$ cat config.mk
export PLATFORM = sky130hd
export DESIGN_NAME = gate_bist_sequencer
export DESIGN_NICKNAME = d
export VERILOG_FILES = /design/src/rtl/gate_bist_sequencer.sv
export SDC_FILE = /design/constraint.sdc
export NUM_CORES = 1
export LEC_CHECK = 0
export BUFFER_PORTS_ARGS = -buffer_cell sky130_fd_sc_hd__clkbuf_2
export CAP_MARGIN = 20
export CORE_MARGIN = 2
export CORE_UTILIZATION = 48
export DETAILED_ROUTE_END_ITERATION = 16
export PLACE_DENSITY = 0.84
export SYNTH_ARGS = -nofsm -noshare
export SYNTH_HDL_FRONTEND = slang
export SYNTH_SLANG_ARGS = --single-unit
$ cat constraint.sdc
create_clock -name clk -period 1.3 [get_ports clk]
set_input_delay 0.26 -clock clk [delete_from_list [all_inputs] [get_ports clk]]
set_output_delay 0.26 -clock clk [all_outputs]
set_load 0.02 [all_outputs]
$ cat src/rtl/gate_bist_sequencer.sv
// Exhaustive self-test sequencer for small combinational gate cells: walks every
// input vector, waits a settle time, samples the gate and checks it against TRUTH.
module gate_bist_sequencer #(
    parameter int                       N_IN          = 2,
    parameter logic [(1 << N_IN)-1:0]   TRUTH         = 4'b1000,
    parameter int                       SETTLE_CYCLES = 1
) (
    input  logic            clk,
    input  logic            rst,
    input  logic            start,
    output logic [N_IN-1:0] vec_out,
    input  logic            dut_out,
    output logic            busy,
    output logic            done,
    output logic            pass,
    output logic [N_IN:0]   err_count,
    output logic [N_IN-1:0] fail_vec,
    output logic            fail_valid
);

    typedef enum logic [1:0] {
        IDLE   = 2'd0,
        SETTLE = 2'd1,
        CHECK  = 2'd2
    } state_t;

    localparam logic [3:0]      CNT_RELOAD = 4'(SETTLE_CYCLES - 1);
    localparam logic [N_IN-1:0] LAST_VEC   = '1;
    localparam logic [N_IN-1:0] VEC_ONE    = N_IN'(1);
    localparam logic [N_IN:0]   ERR_ONE    = (N_IN + 1)'(1);

    state_t          state_q, state_d;
    logic [N_IN-1:0] vec_q, vec_d;
    logic [3:0]      cnt_q, cnt_d;
    logic [N_IN:0]   err_q, err_d;
    logic [N_IN-1:0] fail_vec_q, fail_vec_d;
    logic            fail_valid_q, fail_valid_d;
    logic            busy_q, busy_d;
    logic            done_q, done_d;
    logic            pass_q, pass_d;
    logic            mismatch;

    // Case inequality so an X from the gate under test is reported as a failure.
    assign mismatch = (dut_out !== TRUTH[vec_q]);

    always_comb begin
        state_d      = state_q;
        vec_d        = vec_q;
        cnt_d        = cnt_q;
        err_d        = err_q;
        fail_vec_d   = fail_vec_q;
        fail_valid_d = fail_valid_q;
        busy_d       = busy_q;
        done_d       = done_q;
        pass_d       = pass_q;

        case (state_q)
            IDLE: begin
                if (start) begin
                    vec_d        = '0;
                    cnt_d        = CNT_RELOAD;
                    err_d        = '0;
                    fail_vec_d   = '0;
                    fail_valid_d = 1'b0;
                    done_d       = 1'b0;
                    pass_d       = 1'b0;
                    busy_d       = 1'b1;
                    state_d      = SETTLE;
                end
            end
            SETTLE: begin
                if (cnt_q == 4'd0) begin
                    state_d = CHECK;
                end else begin
                    cnt_d = cnt_q - 4'd1;
                end
            end
            CHECK: begin
                if (mismatch) begin
                    err_d = err_q + ERR_ONE;
                    if (!fail_valid_q) begin
                        fail_vec_d   = vec_q;
                        fail_valid_d = 1'b1;
                    end
                end
                if (vec_q != LAST_VEC) begin
                    vec_d   = vec_q + VEC_ONE;
                    cnt_d   = CNT_RELOAD;
                    state_d = SETTLE;
                end else begin
                    // Verdict includes the mismatch of this last vector.
                    busy_d  = 1'b0;
                    done_d  = 1'b1;
                    pass_d  = (err_d == '0);
                    vec_d   = '0;
                    state_d = IDLE;
                end
            end
            default: begin
                state_d = IDLE;
            end
        endcase
    end

    always_ff @(posedge clk) begin
        if (rst) begin
            state_q      <= IDLE;
            vec_q        <= '0;
            cnt_q        <= '0;
            err_q        <= '0;
            fail_vec_q   <= '0;
            fail_valid_q <= 1'b0;
            busy_q       <= 1'b0;
            done_q       <= 1'b0;
            pass_q       <= 1'b0;
        end else begin
            state_q      <= state_d;
            vec_q        <= vec_d;
            cnt_q        <= cnt_d;
            err_q        <= err_d;
            fail_vec_q   <= fail_vec_d;
            fail_valid_q <= fail_valid_d;
            busy_q       <= busy_d;
            done_q       <= done_d;
            pass_q       <= pass_d;
        end
    end

    assign vec_out    = vec_q;
    assign busy       = busy_q;
    assign done       = done_q;
    assign pass       = pass_q;
    assign err_count  = err_q;
    assign fail_vec   = fail_vec_q;
    assign fail_valid = fail_valid_q;

endmodule
==> impl_results.md, run 1 <==
- Status: finished, violations left
- Failing checks: setup timing
- Antenna-violating nets left: 0
- Type of the worst setup path: register to register
- FF+latch count, synth: 17
- Final period utilization: 113%
- Hold violation count in the final report: 0
- Commonest non-fill, non-tap cell in the layout: buf_4
- Worst EP arrival: 1710 ps
- Global-route wire length before repair: between 3000 and 4000 um
- WL final: 2310 um
- Design Area, Final: 0.00129 mm2
- TritonCTS buffer count: 3
- Largest net degree at the start of global routing: 11
- Gr usage total: roughly 23%
- Power per cell area: 1120 mW/mm2
- Root Buffer: clkbuf_4
- Share of cells above drive strength 1: 42.9%
- Startpoint types: register
- Number of global-route vias before repair: 794
- CTS Sinks: 17
- Post-CTS Hold Buffers: 0
- Asr flop ratio synth: 0%
- Nets: 150
- Unrepaired setup endpoints after global routing: true
- Worst slew margin: 74.5%
- Crit. End Element: register
- Worst-case clock buffer depth: 2
- Io pins: 15
- Clock share of power: 20.6%
- Number of synthesized flops with an enable pin: 0
- Tmin final: 1470 ps
- Final Power: approximately 1.4 mW
- Final setup viols: 8
- Placer Congestion: a little under 0.8
- Clock latency on the worst-skew pair: 300 ps
- Critical Path RT: 1540 ps
- Core area: 0.00176 mm2
- Pleak: approximately 0.54 nW
- Worst-path clk slew: 110 ps
- Fin worst setup slack: -170 ps
- Post-synth cell types: 32
- Drt wl/cell: ~14 um
- P_sw: 0.506 mW
- Comb pwr share: about 36%
- Vias: 910
- Die Footprint: 0.00228 mm2
- Setup tns final: -849 ps
- Netlist Area Pre-Place: 917 um2
- 1st-iter DRT viols: 28
- Sequential element share of the synthesized area: 37.1%
- Initial antenna violation count: 0
- Total gr overflow: 0
- CP Max Fanout: 6
- Initial core utilization: between 50% and 60%
- Sw Ratio: 34.9%
- Post-synthesis instance total: 109
- CTS H-Tree Depth: 1
- Syn avg cell area: around 8.4 um2
- Port Buffers: 14
- Worst slew pin tran: 382 ps
- Flop pwr share: 43.3%
- Synth Warn #: 0
- Ys flop type: dfxtp_1
- Maximum vdd ir drop: roughly 0.8 mV
- Hold crit path type: input port to register
- Internal power: 0.942 mW
- CTS tree: done
- Ant. Diodes: 0
- First-pass iteration count of the detailed router: 4
- Site row count: 15
- Max Clk Rate: between 600 and 700 MHz
- DRC: 0
- Placed cell area: 0.00118 mm2
- Clock Skews: about 1.6 ps
- Area delta synth->final: 40.9%
- DP Wirelength: approximately 1600 um
- Die height: 47.7 um
- Max-Cap Viols: 0
- Die width: 47.7 um
- Most frequent cells in the layout: 17 x buf_4, 14 x nor2_1, 14 x clkbuf_2
- Final Max Tran Viols: 0
- DP Worst Slack: -160 ps
- Syn_nets: 118
- Drt via density: 5.52
## per-stage QoR
step | cells | utilization (%) | hold slack, ps
5_1_grt | 165 | 73.3 | 247
2_1_floorplan | 109 | - | 470
3_5_place_dp | 159 | 66.7 | 477
6_report | 165 | 73.3 | 244
4_1_cts | 165 | 72.3 | 236
3_3_place_gp | 159 | 66.7 | 468
## state kept, by name (all words and copies together) (netlist names)
register and count:
cnt_q 4, fail_vec 2, pass 1, err_count 3
vec_out 2, busy 1, fail_valid 1, done 1
state_q 2
## worst paths after layout
check / from / endpoint / slack [ps] / cells after the start
worst max-delay path: cnt_q[1] / cnt_q[3] / -170 / 6
worst min-delay path: rst / vec_out[0] / 240 / 2
worst max register to register: cnt_q[1] / cnt_q[3] / -170 / 6
worst min register to register: busy / busy / 510 / 2
## metal layers
layer | global-route usage, % | vias to the layer above | routed length, um
li1 | - | 441 | -
met1 | 29.9 | 434 | 1060
met5 | 0 | - | 0
met4 | 9.19 | 0 | 46
met2 | 35.5 | 28 | 1100
met3 | 4.91 | 7 | 105
## worst max-delay path, stage by stage, from the launching register on
cell,delay [ps]
dfxtp_2,340
inv_2,70
ha_4,120
or3b_4,380
o211ai_4,230
o21ai_0,140
a21oi_1,130
## Yosys cell counts, types with 2 or more instances
| cell type | n | area (um2) |
|---|---|---|
| a21oi_1 | 11 | 55.1 |
| a22oi_1 | 2 | 15.0 |
| buf_2 | 2 | 10.0 |
| dfxtp_1 | 17 | 340 |
| ha_1 | 5 | 62.6 |
| inv_1 | 6 | 22.5 |
| mux2i_1 | 3 | 30.0 |
| nand2_1 | 4 | 15.0 |
| nand2b_1 | 5 | 31.3 |
| nand3b_1 | 2 | 15.0 |
| nor2_1 | 14 | 52.6 |
| nor2b_1 | 2 | 12.5 |
| nor3_1 | 5 | 25.0 |
| nor3b_1 | 2 | 15.0 |
| o21ai_0 | 4 | 20.0 |
| o21ai_1 | 2 | 10.0 |
| or3_1 | 5 | 31.3 |
| xnor2_1 | 4 | 35.0 |
## cell families (layout without fill, tap and decap cells)
| group | count (synthesis) | after routing | share of synthesized area, % |
|---|---|---|---|
| multiplexers | 4 | 4 | 4.50 |
| buffers and inverters | 10 | 41 | 4.50 |
| AND/OR/NAND/NOR | 44 | 44 | 25.5 |
| adder cells (fa/ha/maj) | 5 | 5 | 6.82 |
| AO/OA/AOI/OAI | 24 | 24 | 16.8 |
| flip-flops | 17 | 17 | 37.1 |
| XOR/XNOR | 5 | 5 | 4.77 |
## layout make-up
class                           instances  area (um2)
Sequential cell                        17         355
Multi-Input combinational cell         82         658
Timing Repair Buffer                   31         198
Clock buffer                            3        22.5
Inverter                                6        22.5
Tap cell                               25        31.3
Fill cell                             130         472
Clock inverter                          1        5.00
## what timing repair did
item,4_1_cts,5_1_grt
gates resized for setup,11,5
setup buffers,2,0
pin swaps,8,2
setup endpoints to repair,10,12
## power groups by stage
stage / logic, mW / clock network, mW / registers (mW)
final: 0.523 / 0.298 / 0.627
after global routing: 0.579 / 0.318 / 0.634
after CTS: 0.503 / 0.293 / 0.621
after detailed placement: 0.465 / 0 / 0.628
after global placement: 0.445 / 0 / 0.627
after floorplan: 0.318 / 0 / 0.628
Note: power is estimated with default switching activity, not from simulation.
==> inputs of run 2 (changes only) <==
- ABC_AREA: unset -> 1
==> impl_results.md, run 2 <==
- Most numerous cell on the critical path: nand2_1
- Most frequent cells in the layout: 37 x nand2_1, 18 x inv_1, 14 x dfxtp_1, 14 x clkbuf_2, 11 x a21oi_1 (was 17 x buf_4, 14 x nor2_1, 14 x clkbuf_2)
- Max-Cap Viols: 0 (unchanged)
- Worst EP arrival: 1430 ps (was 1710 ps)
- Port Buffers: 14 (unchanged)
- CP Max Fanout: 5 (was 6)
- Share of cells above drive strength 1: 26.3% (was 42.9%)
- Worst-case clock buffer depth: 2 (unchanged)
- Placer Congestion: 0.875 (was 0.784)
- DP Worst Slack: 15.4 ps (was -160 ps)
- Final design utilization: 63.3% (was 73.3%)
- FF+latch count, synth: 17 (unchanged)
- First-pass iteration count of the detailed router: 4 (unchanged)
- Tmin final: 1230 ps (was 1470 ps)
- DRC: 0 (unchanged)
- CTS tree: done (unchanged)
- P_sw: 0.431 mW (was 0.506 mW)
- Core area: 0.00176 mm2 (unchanged)
- FF/Latch Area: 347 um2 (was 355 um2)
- Multi-input logic area: 537 um2 (was 658 um2)
- Die width: 47.7 um (about the same)
- Hold crit path type: input port to register (unchanged)
- Synth Area in Compound Gates: 9.67% (was 16.8%)
- Worst reg2reg setup slack: 70 ps (was -170 ps)
- Final setup viols: 0 (was 8)
- Global-route wire length before repair: 3080 um (was 3530 um)
- Status: complete, no violations (was finished, violations left)
- Total gr overflow: 0 (unchanged)
- Pleak: 0.510 nW (was 0.543 nW)
- CTS Sinks: 17 (unchanged)
- Placed cell area: 0.00104 mm2 (was 0.00118 mm2)
- Post-synthesis adder-cell area fraction: 6.81% (was 6.82%)
- Synth Warn #: 0 (unchanged)
- Type of the worst setup path: register to register (unchanged)
- Placed Cells: 176 (was 159)
- Count leader, synth: nand2_1 (was dfxtp_1)
- Max Clk Rate: 815 MHz (was 680 MHz)
- Hold violation count in the final report: 0 (unchanged)
- Clock share of power: 22.0% (was 20.6%)
- Unrepaired setup endpoints after global routing: true (unchanged)
- Number of global-route vias before repair: 775 (was 794)
- Drt via density: 5.02 (was 5.52)
- Nets: 166 (was 150)
- Die Footprint: 0.00228 mm2 (about the same)
- Netlist Area Pre-Place: 918 um2 (was 917 um2)
- Comb pwr share: 30.4% (was 36.1%)
- Mux share of post-synthesis cell area: 0% (was 4.50%)
- CTS H-Tree Depth: 1 (unchanged)
- Final Max Tran Viols: 0 (unchanged)
- Io pins: 15 (unchanged)
- Main combinational cell family by area after synthesis: simple AND/OR/NAND/NOR gates (unchanged)
- Max reg flops: 4 (unchanged)
- Asr flop ratio synth: 0% (unchanged)
- Worst slew pin tran: 396 ps (was 382 ps)
- Ant. Diodes: 0 (unchanged)
- Maximum vdd ir drop: 0.832 mV (was 0.823 mV)
- Xor/xnor cell area share of the yosys netlist: 0.954% (was 4.77%)
- Initial core utilization: 52.1% (was 52.0%)
- Area delta synth->final: 21.5% (was 40.9%)
- Flop pwr share: 47.6% (was 43.3%)
- Crit-path cells: ha_2 > inv_2 > nand2_1 > nand3b_1 > nor2_1 > nand2_1 > a21oi_1 (was inv_2 > ha_4 > or3b_4 > o211ai_4 > o21ai_0 > a21oi_1)
- Antenna-violating nets left: 0 (unchanged)
- Yosys top cell area share: 37.1% (about the same)
- Initial antenna violation count: 0 (unchanged)
- Most frequent cells after synthesis: 40 x nand2_1, 19 x inv_1, 17 x dfxtp_1 (was 17 x dfxtp_1, 14 x nor2_1, 11 x a21oi_1)
- Site row count: 15 (unchanged)
- Sequential element share of the synthesized area: 37.1% (about the same)
- Power per cell area: 1110 mW/mm2 (was 1120 mW/mm2)
- Post-Synth Simple-Gate Area: 36.5% (was 25.5%)
- Clock latency on the worst-skew pair: 280 ps (was 300 ps)
- Crit. End Element: register (unchanged)
- Ys flop type: dfxtp_1 (unchanged)
- Post-synth cell types: 19 (was 32)
- Clock Skews: 5.58 ps (was 1.62 ps)
- Setup tns final: 0 ps (was -849 ps)
- Syn_nets: 145 (was 118)
- Max incr delay on CP: 380 ps (about the same)
- TritonCTS buffer count: 3 (unchanged)
- Fill cells: 177 (was 130)
- Design Area, Final: 0.00112 mm2 (was 0.00129 mm2)
- Worst-path clk slew: 100 ps (was 110 ps)
- Largest net degree at the start of global routing: 11 (unchanged)
- Gr usage total: 19.0% (was 22.5%)
- Hold WS: 260 ps (was 244 ps)
- Fin worst setup slack: 73.5 ps (was -170 ps)
- Number of synthesized flops with an enable pin: 0 (unchanged)
- Final Power: 1.24 mW (was 1.45 mW)
- Critical Path RT: 1510 ps (was 1540 ps)
- Drt wl/cell: 11.2 um (was 14.0 um)
- Internal power: 0.812 mW (was 0.942 mW)
- Die height: 47.7 um (about the same)
- Fin cells: 181 (was 165)
- WL final: 2030 um (was 2310 um)
- 1st-iter DRT viols: 4 (was 28)
- Leading area contributor after synthesis: dfxtp_1 (unchanged)
- Startpoint types: register (unchanged)
- DP Wirelength: 1550 um (was 1580 um)
- Syn avg cell area: 6.75 um2 (was 8.41 um2)
- Largest Register: cnt_q (unchanged)
- Ranking of synthesized cells by area: dfxtp_1 37%, nand2_1 16%, inv_1 7.8% (was dfxtp_1 37%, ha_1 6.8%, a21oi_1 6.0%)
- Vias: 908 (was 910)
- Worst slew margin: 73.4% (was 74.5%)
- Post-synthesis instance total: 136 (was 109)
- Sw Ratio: 34.7% (was 34.9%)
- Slowest CP cell: dfxtp_2 (was or3b_4)
- Final period utilization: 94.3% (was 113%)
- Commonest non-fill, non-tap cell in the layout: nand2_1 (was buf_4)
- Root Buffer: clkbuf_4 (unchanged)
-- run 2: cell count changes in the layout (fill, tap and decap cells not counted), sizes merged, moves of 2 or more --
| cell | before | now |
|---|---|---|
| nor2b | 2 | 0 |
| inv | 6 | 20 |
| nand2 | 4 | 41 |
| nor3b | 2 | 0 |
| o21ai | 6 | 3 |
| or3 | 5 | 0 |
| nand4 | 0 | 2 |
| nand3 | 1 | 11 |
| buf | 17 | 4 |
| a21oi | 11 | 13 |
| mux2i | 3 | 0 |
| a22oi | 2 | 0 |
| xnor2 | 4 | 1 |
| nand2b | 5 | 0 |
-- run 2: routing by layer --
layer	GRT usage (%)	vias to the layer above	share of wire, %
met3	3.40	0	2.0
met4	4.86	0	0
li1	-	475	-
met2	36.5	6	54
met1	21.1	427	44
met5	0	-	0
-- run 2: final timing paths --
check / start / endpoint / cells past startpoint
min reg2reg: fail_vec[1] / fail_vec[1] / 2
max: vec_out[1] / fail_vec[0] / 7
min: rst / err_count[2] / 2
max reg2reg: vec_out[1] / fail_vec[0] / 7
-- run 2: layout make-up --
type,instances,share of cell area (%)
Sequential cell,17,31.1
Timing Repair Buffer,18,8.97
Tap cell,25,2.80
Inverter,20,6.73
Multi-Input combinational cell,97,48.1
Clock buffer,4,2.35
-- run 2: power groups by stage --
stage                     combinational (mW)  sequential (mW)  clock, mW
final                                  0.377            0.592      0.274
after global routing                   0.427            0.595      0.302
after CTS                              0.333            0.591      0.275
after detailed placement               0.329            0.603          0
after global placement                 0.315            0.600          0
after floorplan                        0.236            0.611          0
-- run 2: worst max-delay path: cells and delay by family (launching register included) --
kind,cells,cell delay (ps)
AOI/OAI and AO/OA,1,150
adders and majority gates,1,220
buffers and inverters,1,70
DFF,1,380
and+or+nand+nor,4,330
-- run 2: cell families (layout without fill, tap and decap cells) --
group           after synthesis  count (layout)
xor+xnor                      1               1
compound gates               17              17
simple gates                 74              74
flops                        17              17
buf+inv                      22              42
fa+ha+maj                     5               5
-- run 2: what timing repair did --
| item | 4_1_cts | 5_1_grt |
|---|---|---|
| hold buffers | 0 | 0 |
| gates resized for setup | 1 | 15 |
| endpoints found under the setup margin | 1 | 11 |
| cloned | 0 | 0 |
| pin swaps | 0 | 1 |
| buffers inserted | 0 | 1 |
==> inputs of run 3 (changes only) <==
- CORE_ASPECT_RATIO: unset -> 0.7
- SETUP_SLACK_MARGIN: unset -> 0.1
==> impl_results.md, run 3 (same netlist as run 2, synthesis figures left out) <==
- 1st-iter DRT viols: 29 (was 4)
- Post-CTS Hold Buffers: 0 (unchanged)
- Clock share of power: 23.2% (was 22.0%)
- Most frequent cells in the layout: 30 x nand2_1, 14 x inv_1, 14 x clkbuf_2 (was 37 x nand2_1, 18 x inv_1, 14 x dfxtp_1, 14 x clkbuf_2, 11 x a21oi_1)
- DRC: 0 (unchanged)
- TritonCTS buffer count: 3 (unchanged)
- Site row count: 13 (was 15)
- Initial core utilization: 50.0% (was 52.1%)
- Clock latency on the worst-skew pair: 310 ps (was 280 ps)
- Type of the worst setup path: register to register (unchanged)
- CTS H-Tree Depth: 1 (unchanged)
- Placer Congestion: 0.841 (was 0.875)
- Global-route wire length before repair: 3380 um (was 3080 um)
- Final design utilization: 66.3% (was 63.3%)
- Worst-path clk slew: 110 ps (was 100 ps)
- Hold violation count in the final report: 0 (unchanged)
- Root Buffer: clkbuf_4 (unchanged)
- CTS tree: done (unchanged)
- Clock Skews: 6.97 ps (was 5.58 ps)
- Hold crit path type: input port to register (unchanged)
- Commonest non-fill, non-tap cell in the layout: nand2_1 (unchanged)
- Power per cell area: 1070 mW/mm2 (was 1110 mW/mm2)
- Hold WS: 206 ps (was 260 ps)
- Die Footprint: 0.00228 mm2 (about the same)
- WL final: 2440 um (was 2030 um)
- Vias: 981 (was 908)
- Total gr overflow: 0 (unchanged)
- Status: complete, no violations (unchanged)
- CTS Sinks: 17 (unchanged)
- Worst slew margin: 80.0% (was 73.4%)
- Die height: 40.6 um (was 47.7 um)
- Nets: 165 (was 166)
- Critical Path RT: 1540 ps (was 1510 ps)
- Tmin final: 1180 ps (was 1230 ps)
- Unrepaired setup endpoints after global routing: true (unchanged)
- P_sw: 0.488 mW (was 0.431 mW)
- DP Wirelength: 1530 um (was 1550 um)
- Final period utilization: 91.0% (was 94.3%)
- Max Clk Rate: 846 MHz (was 815 MHz)
- Setup tns final: 0 ps (unchanged)
- Share of cells above drive strength 1: 40.6% (was 26.3%)
- Number of global-route vias before repair: 761 (was 775)
- Area delta synth->final: 32.7% (was 21.5%)
- Worst EP arrival: 1420 ps (was 1430 ps)
- Largest net degree at the start of global routing: 12 (was 11)
- Startpoint types: register (unchanged)
- Maximum vdd ir drop: 0.890 mV (was 0.832 mV)
- Placed cell area: 0.00103 mm2 (was 0.00104 mm2)
- Max-Cap Viols: 0 (unchanged)
- Initial antenna violation count: 0 (unchanged)
- Fill cells: 163 (was 177)
- Crit. End Element: register (unchanged)
- Design Area, Final: 0.00122 mm2 (was 0.00112 mm2)
- First-pass iteration count of the detailed router: 4 (unchanged)
- Max reg flops: 4 (unchanged)
- Worst slew pin tran: 298 ps (was 396 ps)
- Internal power: 0.815 mW (was 0.812 mW)
- Io pins: 15 (unchanged)
- Comb pwr share: 30.1% (was 30.4%)
- Port Buffers: 14 (unchanged)
- Drt via density: 5.54 (was 5.02)
- Largest Register: cnt_q (unchanged)
- Worst-case clock buffer depth: 2 (unchanged)
- Pleak: 0.517 nW (was 0.510 nW)
- Flop pwr share: 46.7% (was 47.6%)
- Antenna-violating nets left: 0 (unchanged)
- Multi-input logic area: 629 um2 (was 537 um2)
- Final setup viols: 0 (unchanged)
- Core area: 0.00184 mm2 (was 0.00176 mm2)
- Gr usage total: 20.5% (was 19.0%)
- Final Max Tran Viols: 0 (unchanged)
- FF/Latch Area: 359 um2 (was 347 um2)
- Sw Ratio: 37.4% (was 34.7%)
- Drt wl/cell: 13.8 um (was 11.2 um)
- CP Max Fanout: 5 (unchanged)
- Die width: 56.3 um (was 47.7 um)
- Ant. Diodes: 0 (unchanged)
==> run 3: changes by cell type in the layout (fill, tap and decap cells not counted), sizes merged <==
| cell | delta |
|---|---|
| clkinvlp | +1 |
| buf | -1 |
| clkbuf | -1 |
==> run 3: final timing paths <==
check / to / slack (ps) / cells after the start / start
worst max register to register: err_count[2] / 120 / 8 / vec_out[1]
worst min register to register: fail_vec[0] / 470 / 2 / fail_vec[0]
worst min-delay path: cnt_q[2] / 210 / 2 / rst
worst max-delay path: err_count[2] / 120 / 8 / vec_out[1]
==> run 3: power by group through the flow <==
stage | clock [mW] | sequential (mW) | combinational [mW]
floorplan | 0 | 0.611 | 0.238
global placement | 0 | 0.603 | 0.307
detailed placement | 0 | 0.605 | 0.319
CTS | 0.313 | 0.596 | 0.328
global route | 0.330 | 0.611 | 0.439
finish | 0.302 | 0.608 | 0.392
==> run 3: what timing repair did <==
item,CTS,global route
gates resized for setup,10,40
setup buffers,0,1
pin swaps,1,14
endpoints found under the setup margin,11,14
==> run 3: worst max-delay path: stages (launching register included) <==
cell	delay, ps
dfxtp_4	390
ha_4	170
inv_2	60
nand2_2	60
nand2_4	90
inv_2	50
nand2_2	80
nand3_2	80
a21oi_2	160
==> run 3: final cells by class <==
class | instances | share of cell area [%]
clock buffer | 3 | 1.85
clock inverter | 1 | 0.616
inverter | 20 | 6.57
multi-input combinational | 97 | 51.6
sequential | 17 | 29.5
tap | 22 | 2.26
timing repair buffer | 17 | 7.60
==> run 3: per-layer routing <==
metal	track usage, %	part of all wire, %	vias up
met1	26.5	43	450
met4	7.14	1.3	0
met3	6.77	8.5	6
met5	0	0	-
met2	32.9	47	47
li1	-	-	478
==> run 3: through the flow <==
stage	cells	power, mW	setup slack (ps)
2_1_floorplan	136	0.850	100
3_5_place_dp	172	0.924	5.54
6_report	177	1.30	117
3_3_place_gp	172	0.910	47.0
4_1_cts	176	1.24	72.4
5_1_grt	177	1.38	44.4
